$ cat src/rtl/mps_intl_latch.sv
// mps_intl_latch: synchronise, debounce, mask and latch the 23 MPS interlock sources
module mps_intl_latch #(
  parameter int DB_CYCLES = 200
) (
  input  logic        i_clk,
  input  logic        i_rst,
  input  logic [16:0] i_analog_intl,
  input  logic [15:0] i_ext_di,
  input  logic [22:0] i_intl_mask,
  input  logic        i_intl_clr,
  output logic        o_intl_flag,
  output logic [22:0] o_intl_state,
  output logic [22:0] o_intl_raw,
  output logic [4:0]  o_first_fault,
  output logic        o_first_valid,
  output logic        o_clr_fail,
  output logic [15:0] o_trip_cnt
);
  localparam int N = 23;
  localparam logic [15:0] DB_LAST = 16'(DB_CYCLES - 1);
  logic [N-1:0] src, s1, s2, db, act, fresh;
  logic [15:0]  cnt [N];
  logic         accept;
  logic [4:0]   first_idx;
  logic         unused_di;
  assign src       = {i_ext_di[8:4], i_ext_di[0], i_analog_intl};
  assign unused_di = ^{i_ext_di[15:9], i_ext_di[3:1]};
  assign act       = db & ~i_intl_mask;
  // a live unmasked trip always beats a clear issued in the same cycle
  assign accept    = i_intl_clr && act == '0;
  assign fresh     = act & ~o_intl_state;
  always_comb begin
    first_idx = '0;
    for (int i = N - 1; i >= 0; i--) first_idx = fresh[i] ? 5'(i) : first_idx;
  end
  always_ff @(posedge i_clk or negedge i_rst) begin
    if (!i_rst) begin
      s1 <= '0;
      s2 <= '0;
      db <= '0;
      for (int i = 0; i < N; i++) cnt[i] <= '0;
    end else begin
      s1 <= src;
      s2 <= s1;
      for (int i = 0; i < N; i++) begin
        if (s2[i] == db[i]) cnt[i] <= '0;
        else if (cnt[i] == DB_LAST) begin
          db[i]  <= s2[i];
          cnt[i] <= '0;
        end else cnt[i] <= cnt[i] + 16'd1;
      end
    end
  end
  always_ff @(posedge i_clk or negedge i_rst) begin
    if (!i_rst) begin
      o_intl_raw    <= '0;
      o_intl_state  <= '0;
      o_intl_flag   <= 1'b0;
      o_first_fault <= '0;
      o_first_valid <= 1'b0;
      o_clr_fail    <= 1'b0;
      o_trip_cnt    <= '0;
    end else begin
      o_intl_raw    <= db;
      o_intl_state  <= accept ? '0 : o_intl_state | act;
      o_first_valid <= accept ? 1'b0 : o_first_valid | (|fresh);
      if (!accept && !o_first_valid && |fresh) o_first_fault <= first_idx;
      o_clr_fail    <= i_intl_clr && !accept;
      o_intl_flag   <= |o_intl_state;
      if (|o_intl_state && !o_intl_flag && o_trip_cnt != 16'hFFFF) o_trip_cnt <= o_trip_cnt + 16'd1;
    end
  end
endmodule

$ cat config.mk
export PLATFORM = sky130hd
export DESIGN_NAME = mps_intl_latch
export DESIGN_NICKNAME = d
export VERILOG_FILES = /design/src/rtl/mps_intl_latch.sv
export SDC_FILE = /design/constraint.sdc
export NUM_CORES = 1
export LEC_CHECK = 0
export BUFFER_PORTS_ARGS = -buffer_cell sky130_fd_sc_hd__buf_4
export CORE_ASPECT_RATIO = 1.75
export CORE_MARGIN = 2
export CORE_UTILIZATION = 35
export DETAILED_ROUTE_END_ITERATION = 12
export SYNTH_ARGS = -nofsm -noshare
export SYNTH_HDL_FRONTEND = slang
export SYNTH_SLANG_ARGS = --single-unit
$ cat constraint.sdc
create_clock -name i_clk -period 2.1 [get_ports i_clk]
set_input_delay 0.21 -clock i_clk [delete_from_list [all_inputs] [get_ports i_clk]]
set_output_delay 0.21 -clock i_clk [all_outputs]
set_load 0.02 [all_outputs]
# == Word level (Yosys, flattened, before mapping) ==
# Index checks and enable logic that the tools add are counted.
# totals
elab_cells,261
input_bits,59
reg_bits,507
out_inout_bits,70
# classes
n_eq_ne,47
mux,71
bitwise,29
reduce_logical,35
add_sub_neg,24
# ops
cell,count
16-bit two-way mux,46
16-bit by 1-bit adder with 16-bit output (second input constant),24
16-bit by 8-bit == test with 1-bit output (second input constant),23
5-bit two-way mux,23
23-bit bitwise AND,2
23-bit NOT,2
2-bit AND reduction,23
23-bit OR reduction,2
1-bit == test,23
23-bit logical NOT,1
23-bit two-way mux,1
1-bit NOT,23
23-bit bitwise OR,1
16-bit != test (second input constant),1
1-bit logical AND,6
1-bit logical NOT,3
1-bit two-way mux,1
1-bit bitwise OR,1

# == Longest topological paths before layout ==
# Gate-level depths: netlist of the first run.
# logic_depth
word_depth,26
depth_mapped,7
ltp_nobuf,7

# == Least setup slack after synthesis of the first run ==
# OpenSTA, ideal clock, no wires.
# synth_path
kind,flip-flop to flip-flop
from,register o_intl_state[7]
to,register o_first_fault[0]
arrival_ps,2112
setup_ps,125
path_buffers,1
slack_ps,-137
synth_period_minus_slack_ps,2237
path_stages_with_launch,8
cell_sequence,dfrtp_1 -> nor3b_2 -> or4_4 -> and4b_4 -> and3_4 -> or3_1 -> buf_6 -> mux2_4
# synth_between
elab_chain_cells,10
# synth_rtl
item,line_no,text
start: declaration,12,"output logic [22:0] o_intl_state,"
start signal: assignment,65,o_intl_state <= accept ? '0 : o_intl_state | act;
23-bit NOT (*),31,assign fresh = act & ~o_intl_state;
23-bit bitwise AND (*),31,
5-bit two-way mux (8 in series),34,for (int i = N - 1; i >= 0; i--) first_idx = fresh[i] ? 5'(i) : first_idx;
end signal: assignment,67,if (!accept && !o_first_valid && |fresh) o_first_fault <= first_idx;
end: declaration,14,"output logic [4:0] o_first_fault,"
# Mark *: on every way between the ends. The rest lies on a longest branch, timed or not.
# A chain may end at the register's enable or synchronous reset.

# == Worst setup path in the final report of the first run ==
# layout_path
from,register db[9]
to,register o_first_fault[0]
# layout_between
elab_chain_cells,12
# layout_rtl
item,line_no,text
start: declaration,21,"logic [N-1:0] src, s1, s2, db, act, fresh;"
start signal: indexed assignment,48,db[i] <= s2[i];
23-bit bitwise AND (*),28,assign act = db & ~i_intl_mask;
23-bit bitwise AND,31,
5-bit two-way mux (10 in series),34,
# Marked as above.

==> results of run 1 <==
==> area by class of cell <==
| cell class | count | area share [%] |
|---|---|---|
| Clock inverter | 19 | 0.5065 |
| Clock buffer | 66 | 5.097 |
| Timing Repair Buffer | 301 | 9.403 |
| Antenna cell | 1 | 0.009045 |
| Sequential cell | 507 | 45.87 |
| Tap cell | 806 | 3.645 |
| Inverter | 21 | 0.2849 |
| Multi-Input combinational cell | 1616 | 35.19 |
==> routing by layer <==
layer  up-vias  track usage (%)
met2       263            28.65
met1      8265            19.36
li1       7952                -
met5         -                0
met4        12            6.266
met3       101            3.711
==> cell families after synthesis <==
group | after synthesis | synth area share (%)
AO/OA/AOI/OAI | 83 | 2.263
XOR/XNOR | 333 | 13.02
adder cells (fa/ha/maj) | 24 | 1.341
buffers and inverters | 48 | 0.9051
flip-flops | 507 | 56.65
multiplexers | 26 | 1.341
AND/OR/NAND/NOR | 1149 | 24.48
==> state kept, by name, summed over array words and instances (netlist names) <==
| signal | cells |
|---|---|
| s2 | 23 |
| cnt | 368 |
| s1 | 23 |
| o_first_valid | 1 |
| o_intl_flag | 1 |
| o_intl_state | 23 |
| o_clr_fail | 1 |
| o_first_fault | 5 |
| o_trip_cnt | 16 |
| db | 23 |
| o_intl_raw | 23 |
==> stage by stage <==
stage               setup slack, ns  power, W
finish                     -0.05651   0.01962
global route                -0.1067   0.02040
global placement            -0.3065   0.01101
CTS                        -0.04796   0.01994
detailed placement          -0.2891   0.01104
floorplan                   -0.1166   0.01051
==> Yosys cell counts, drive strengths merged (2+ instances only) <==
library cell / number / area share [%]
nand3: 104 / 2.3
nor2b: 28 / 0.78
o41a: 2 / 0.10
nand4: 65 / 1.8
nor2: 463 / 7.8
or3: 38 / 1.1
clkbuf: 14 / 0.23
xnor2: 117 / 4.6
or4: 27 / 0.92
o21bai: 2 / 0.067
mux2: 26 / 1.3
nor3: 52 / 1.2
a21oi: 35 / 0.78
and3: 48 / 1.4
nand2b: 20 / 0.56
inv: 21 / 0.35
nand2: 199 / 3.3
o21ai: 29 / 0.65
buf: 13 / 0.32
xor2: 216 / 8.4
a22o: 2 / 0.078
o41ai: 2 / 0.16
o31ai: 2 / 0.067
nor3b: 20 / 0.78
dfrtp: 507 / 57
or2: 24 / 0.67
ha: 24 / 1.3
a2111oi: 2 / 0.078
and4: 7 / 0.27
or3b: 5 / 0.20
nor4: 47 / 1.4
==> what timing repair did <==
item	4_1_cts	5_1_grt
pin swaps	6	6
setup buffers	3	2
cloned	0	1
setup endpoints to repair	41	39
hold endpoints to repair	393	0
resized for setup	21	22
hold buffers	45	0
==> power breakdown <==
part           leakage [nW]  total [W]  internal, W  switching [W]
Clock                 0.775    0.00869      0.00482        0.00386
Combinational          4.83   0.000863     0.000363       0.000500
Sequential             6.91     0.0101      0.00993       0.000135
Total                  12.5     0.0196       0.0151        0.00450
==> how the worst max path moves through the flow <==
stage                                        end  slack [ns]  cells past startpoint
global route        o_first_fault[2]$_DFFE_PN0P_       -0.11                      6
CTS                 o_first_fault[2]$_DFFE_PN0P_       -0.05                      6
detailed placement  o_first_fault[0]$_DFFE_PN0P_       -0.29                      7
global placement    o_first_fault[0]$_DFFE_PN0P_       -0.31                      7
floorplan           o_first_fault[0]$_DFFE_PN0P_       -0.12                      7
finish              o_first_fault[0]$_DFFE_PN0P_       -0.06                      6
==> worst max-delay path, delay by kind of cell (launching register included) <==
| family | cells | cell delay [ns] |
|---|---|---|
| DFF | 1 | 0.38 |
| and+or+nand+nor | 2 | 0.71 |
| muxes | 1 | 0.27 |
| AOI/OAI and AO/OA | 3 | 0.68 |
==> metrics.md, run 1 <==
| Metric | Value |
|---|---|
| Transition time of the tightest slew-check pin | `0.5097 ns` |
| Number of unique standard cell types used by synthesis | `48` |
| Sum of negative setup slack | `-0.1174 ns` |
| Crit path arrival time | `between 2 and 3 ns` |
| Total grt overflow | `0` |
| Average size of a mapped cell | `10.32 sq um` |
| Most frequent standard cell in the layout excluding fill and tap cells | `dfrtp_1` |
| Via/cell ratio | `~5.0` |
| Hold Worst Slack | `between 0.07 and 0.08 ns` |
| Max-slew violation total from the final report | `0` |
| Maximum root-to-sink buffer count | `3` |
| Crit-path cells | `nor3b_4 > or4_4 > a31o_4 > a2111oi_4 > o41ai_2 > mux2_4` |
| Hold/Removal Path Class | `primary input to flip-flop` |
| Critical-path top delay cell | `or4_4` |
| Die Height | `338.6 microns` |
| Max-cap viol count | `0` |
| Die X-Extent | `195.2 microns` |
| I/O pin count | `about 130` |
| Area of the placeable core | `63350 sq um` |
| Clock tree from TritonCTS | `built` |
| Gpl congestion | `0.8442` |
| Number of port buffers | `118` |
| Post-route insts no fill | `~3300` |
| Number of placed instances, taps included | `3201` |
| Power per standard cell area | `709.0 nW/um^2` |
| Worst Path Class, Setup | `flip-flop to flip-flop` |
| GRT Util Overall | `16.34%` |
| Number of cell instances on the worst register-to-register path | `6` |
| Vias in the first global route | `17240` |
| Longest individual stage delay on the worst path | `0.55 ns` |
| Number of clock buffers inserted by TritonCTS | `between 40 and 50` |
| Final setup fails | `3` |
| Netlist area before placement | `22400 sq um` |
| Fraction of the core area covered by cells at the end of the flow | `43.67%` |
| Die area | `approximately 66000 sq um` |
| Effective utilization at floorplan | `35.35%` |
| Hold path cells | `5` |
| Area occupied by multi-input gates | `9734 sq um` |
| Synthesis-to-layout area growth | `23.53%` |
| Final critical path time including I/O delays and setup | `2.157 ns` |
| Top layer reached by signal wires | `met5` |
| Commonest cells after routing, fill and taps aside | `dfrtp_1, nor2_1, buf_4, xor2_1, nand2_1` |
| Share of final-layout standard cells stronger than drive strength 1 | `16.84%` |
| Htree depth | `2` |
| Number of iterations in the first detailed-routing pass | `4` |
| Status | `finished, violations left` |
| Number of synthesized register bits | `roughly 510` |
| Total routed wirelength | `roughly 54000 microns` |
| Placement row count | `122` |
| Setup repair after global routing missed its margin | `yes` |
| Required arrival time at the worst endpoint | `approximately 2.6 ns` |
| Sequential share of the synthesized area | `56.65%` |
| Synthesized instance count | `~2200` |
| Starting DRC count in detailed routing | `654` |
| Leakage power | `12.51 nW` |
| Fill count | `5898` |
| Half-perimeter wire length of the detailed placement result | `around 39000 microns` |
| Endpoints failing hold | `0` |
| Total via count in the routed design | `16590` |
| Worst-case headroom to the max-slew limit | `65.94%` |
| F_max | `approximately 0.46 GHz` |
| Clk root buf | `clkbuf_16` |
| Final WS setup | `-0.05651 ns` |
| Largest driver fanout on the critical path | `2` |
| Number of synthesis warnings | `0` |
| Wire length of the first global-routing pass | `87870 microns` |
| Finished Cell Area | `27670 sq um` |
| Share of flip-flops with an asynchronous set or reset after synthesis | `100.0%` |
| Hold path start | `i_intl_mask[20]` |
| Later-pin clock latency in the skew report | `~0.6 ns` |
| Register-to-Register Setup Slack | `-0.06 ns` |
| Worst flop-to-flop path startpoint | `db[9]$_DFFE_PN0P_` |
| CP endpoint kind | `flip-flop` |
| Max IR drop VDD | `523.6 uV` |
| Routed metal-1 wire length | `~22000 microns` |
| Clock edge transition at the registers on the reported setup and hold paths | `about 0.06 ns` |
| Detailed-route DRC error count | `0` |
| Portion of the clock cycle consumed by the worst path in the final layout | `102.7%` |
| Met3 WL | `2825 microns` |
| Final net count | `~2600` |
| Placed Instance Area | `~25000 sq um` |
| Pin count of the biggest net entering global routing | `72` |
| Violations in the final reports | `setup timing` |
| Count of antenna-violating nets left after detailed routing | `0` |
| Most used DFF post-synth | `dfrtp_1` |
| Reg-to-reg endpoint | `o_first_fault[0]$_DFFE_PN0P_` |
| Routed length per placed instance | `16.03 microns` |
| Startpoint kind of the worst setup timing path | `flip-flop` |
| CTS Sinks | `507` |
| Start point of the critical path | `db[9]$_DFFE_PN0P_` |
| Antenna violations before repair | `7` |
| Number of synthesized flops with an enable pin | `0` |
| Syn_nets | `around 2300` |
| Worst hold path endpoint | `o_intl_state[20]$_DFF_PN0_` |
| Detail Route met2 WL | `26940 microns` |
| Maximum clock skew at final layout | `approximately 0.013 ns` |
| Area taken by flip-flops and latches | `roughly 13000 sq um` |
Note: power is estimated with default switching activity, not from simulation.
==> run 2, diff against run 1 <==
--- a/config.mk
+++ b/config.mk
@@ -5,11 +5,11 @@
 export SDC_FILE = /design/constraint.sdc
 export NUM_CORES = 1
 export LEC_CHECK = 0
-export BUFFER_PORTS_ARGS = -buffer_cell sky130_fd_sc_hd__buf_4
 export CORE_ASPECT_RATIO = 1.75
 export CORE_MARGIN = 2
 export CORE_UTILIZATION = 35
 export DETAILED_ROUTE_END_ITERATION = 12
+export DONT_BUFFER_PORTS = 1
 export SYNTH_ARGS = -nofsm -noshare
 export SYNTH_HDL_FRONTEND = slang
 export SYNTH_SLANG_ARGS = --single-unit
==> run 2 against run 1 <==
The flow finishes with violations (hold timing, setup timing). Final cell count is 2.9% lower. First-iteration DRC count increased by 29%. Routed wire length barely moved. Register-to-register slack got worse by 0.02 ns. Critical endpoint unchanged.
==> metrics.md, run 2 (synthesis gave the netlist of run 1 again) <==
| Metric | Value |
|---|---|
| Htree depth | `2 (unchanged)` |
| ANT cells | `0 (was 1)` |
| Via/cell ratio | `4.993 (was 4.972)` |
| Clock power share | `48.9% (was 44.3%)` |
| Detailed-route DRC error count | `0 (unchanged)` |
| Die area | `66110 sq um (unchanged)` |
| Fraction of the core area covered by cells at the end of the flow | `42.87% (was 43.67%)` |
| Number of flip-flops in the largest register | `368 (unchanged)` |
| Max IR drop VDD | `578.5 uV (was 523.6 uV)` |
| Die X-Extent | `195.2 microns (unchanged)` |
| Later-pin clock latency in the skew report | `0.59 ns (was 0.60 ns)` |
| Gpl congestion | `0.8545 (was 0.8442)` |
| Worst-case headroom to the max-slew limit | `8.681% (was 65.94%)` |
| Number of buffers added to fix hold violations after cts | `46 (was 45)` |
| Vias in the first global route | `17120 (was 17240)` |
| Combinational share of power | `2.5% (was 4.4%)` |
| Pin count of the biggest net entering global routing | `508 (was 72)` |
| Most frequent standard cell in the layout excluding fill and tap cells | `dfrtp_1 (unchanged)` |
| Sw Pwr | `0.004367 W (was 0.004497 W)` |
| Status | `finished, violations left (unchanged)` |
| Max-cap viol count | `0 (unchanged)` |
| Worst Path Class, Setup | `flip-flop to flip-flop (unchanged)` |
| Largest register by flop count | `cnt (unchanged)` |
| GRT Util Overall | `16.42% (was 16.34%)` |
| Total grt overflow | `0 (unchanged)` |
| Number of iterations in the first detailed-routing pass | `4 (unchanged)` |
| Clock edge transition at the registers on the reported setup and hold paths | `0.06 ns (about the same)` |
| Register share of total power | `48.6% (was 51.3%)` |
| Switching part of the total | `21.08% (was 22.93%)` |
| Antenna violations before repair | `0 (was 7)` |
| Hold/Removal Path Class | `primary input to async pin (was primary input to flip-flop)` |
| Crit path arrival time | `2.66 ns (was 2.63 ns)` |
| CTS Sinks | `507 (unchanged)` |
| Clk root buf | `clkbuf_16 (unchanged)` |
| Startpoint kind of the worst setup timing path | `flip-flop (unchanged)` |
| Final WS setup | `-0.07601 ns (was -0.05651 ns)` |
| CP endpoint kind | `flip-flop (unchanged)` |
| Post-route insts no fill | `3239 (was 3337)` |
| Half-perimeter wire length of the detailed placement result | `37130 microns (was 39270 microns)` |
| Required arrival time at the worst endpoint | `2.58 ns (was 2.57 ns)` |
| Count of antenna-violating nets left after detailed routing | `0 (unchanged)` |
| Commonest cells after routing, fill and taps aside | `dfrtp_1, nor2_1, xor2_1, nand2_1, buf_4 (was dfrtp_1, nor2_1, buf_4, xor2_1, nand2_1)` |
| Clock tree from TritonCTS | `built (unchanged)` |
| Total routed wirelength | `53540 microns (was 53500 microns)` |
| Violations in the final reports | `hold timing, setup timing (was setup timing)` |
| Synthesis-to-layout area growth | `21.26% (was 23.53%)` |
| Hold Worst Slack | `-0.6573 ns (was 0.07526 ns)` |
| Maximum clock skew at final layout | `0.01576 ns (was 0.01257 ns)` |
| Number of clock buffers inserted by TritonCTS | `50 (was 48)` |
| Maximum root-to-sink buffer count | `3 (unchanged)` |
| Transition time of the tightest slew-check pin | `1.370 ns (was 0.5097 ns)` |
| Endpoints failing hold | `507 (was 0)` |
| Effective utilization at floorplan | `35.35% (unchanged)` |
| I/O pin count | `129 (unchanged)` |
| Largest driver fanout on the critical path | `2 (unchanged)` |
| Power per standard cell area | `762.7 nW/um^2 (was 709.0 nW/um^2)` |
| Leakage power | `12.10 nW (was 12.51 nW)` |
| Final critical path time including I/O delays and setup | `2.176 ns (was 2.157 ns)` |
| Share of final-layout standard cells stronger than drive strength 1 | `13.77% (was 16.84%)` |
| Setup repair after global routing missed its margin | `yes (unchanged)` |
| Area of the placeable core | `63350 sq um (unchanged)` |
| Wire length of the first global-routing pass | `87980 microns (was 87870 microns)` |
| Die Height | `338.6 microns (unchanged)` |
| Final setup fails | `3 (unchanged)` |
| Routed length per placed instance | `16.53 microns (was 16.03 microns)` |
| Max-slew violation total from the final report | `0 (unchanged)` |
| Total via count in the routed design | `16170 (was 16590)` |
| Final net count | `2476 (was 2578)` |
| Portion of the clock cycle consumed by the worst path in the final layout | `103.6% (was 102.7%)` |
| Number of port buffers | `0 (was 118)` |
| Number of placed instances, taps included | `3089 (was 3201)` |
| Placement row count | `122 (unchanged)` |
| F_max | `0.4596 GHz (was 0.4637 GHz)` |
| Sum of negative setup slack | `-0.1542 ns (was -0.1174 ns)` |
| Int Pwr | `0.01635 W (was 0.01512 W)` |
| Starting DRC count in detailed routing | `845 (was 654)` |
run 2: cell types whose count changed in the layout (fill, tap and decap cells not counted), sizes merged:
cell	previous run	this run
buf	256	151
bufinv	1	9
clkbuf	66	70
clkinv	12	8
inv	25	22
clkinvlp	2	4
diode	1	0
dlygate4sd3	45	46
run 2: critical path: stages (launching register included):
cell and delay [ns]:
dfrtp_1 0.38, nor3b_4 0.16, or4_4 0.53, a31o_4 0.23, a2111oi_4 0.28, buf_4 0.16
o41ai_2 0.05, mux2_4 0.28
run 2: routing by layer:
metal  GRT usage, %  wire length (microns)
met5              0                      0
met4          5.662                   1664
met3          4.010                   3412
met2          28.46                  26610
met1          19.82                  21860
run 2: stage by stage:
step / worst slack, ns / power (W) / area, sq um
after CTS: -0.1008 / 0.02103 / 27010
after floorplan: -0.1166 / 0.01051 / 22410
after detailed placement: -0.2268 / 0.01068 / 24430
final: -0.07601 / 0.02072 / 27160
after global routing: -0.1365 / 0.02150 / 27160
after global placement: -0.2473 / 0.01066 / 24430
run 2: what timing repair did:
item	4_1_cts	5_1_grt
setup buffers	7	4
pin swaps	7	13
resized for setup	34	17
setup endpoints to repair	43	33
hold endpoints to repair	553	507
gates cloned	1	1
run 2: layout make-up:
class / instances / area, sq um
Tap cell: 806 / 1008
Inverter: 21 / 78.83
Clock inverter: 22 / 356.6
Multi-Input combinational cell: 1616 / 9791
Fill cell: 5903 / 36190
Timing Repair Buffer: 197 / 1714
Sequential cell: 507 / 12690
Clock buffer: 70 / 1520
run 2: path summary, 6_finish.rpt:
check	cells after the start	slack (ns)	to	from
max in group asynchronous	0	1.68	s1[14]$_DFF_PN0_	i_rst
worst min-delay path	0	-0.66	cnt[15]$_DFF_PN0_	i_rst
worst max register to register	7	-0.08	o_first_fault[0]$_DFFE_PN0P_	db[9]$_DFFE_PN0P_
worst max-delay path	7	-0.08	o_first_fault[0]$_DFFE_PN0P_	db[9]$_DFFE_PN0P_
worst min register to register	0	0.35	s2[19]$_DFF_PN0_	s1[19]$_DFF_PN0_
min in group i_clk	3	0.03	o_intl_state[19]$_DFF_PN0_	i_intl_mask[19]
run 2: power by group through the flow:
stage                     Combinational (W)  Clock, W  Sequential [W]
after floorplan                    0.000282         0          0.0102
after global placement             0.000420         0          0.0102
after detailed placement           0.000437         0          0.0102
after CTS                          0.000532    0.0104          0.0101
after global routing               0.000592    0.0108          0.0101
final                              0.000528    0.0101          0.0101
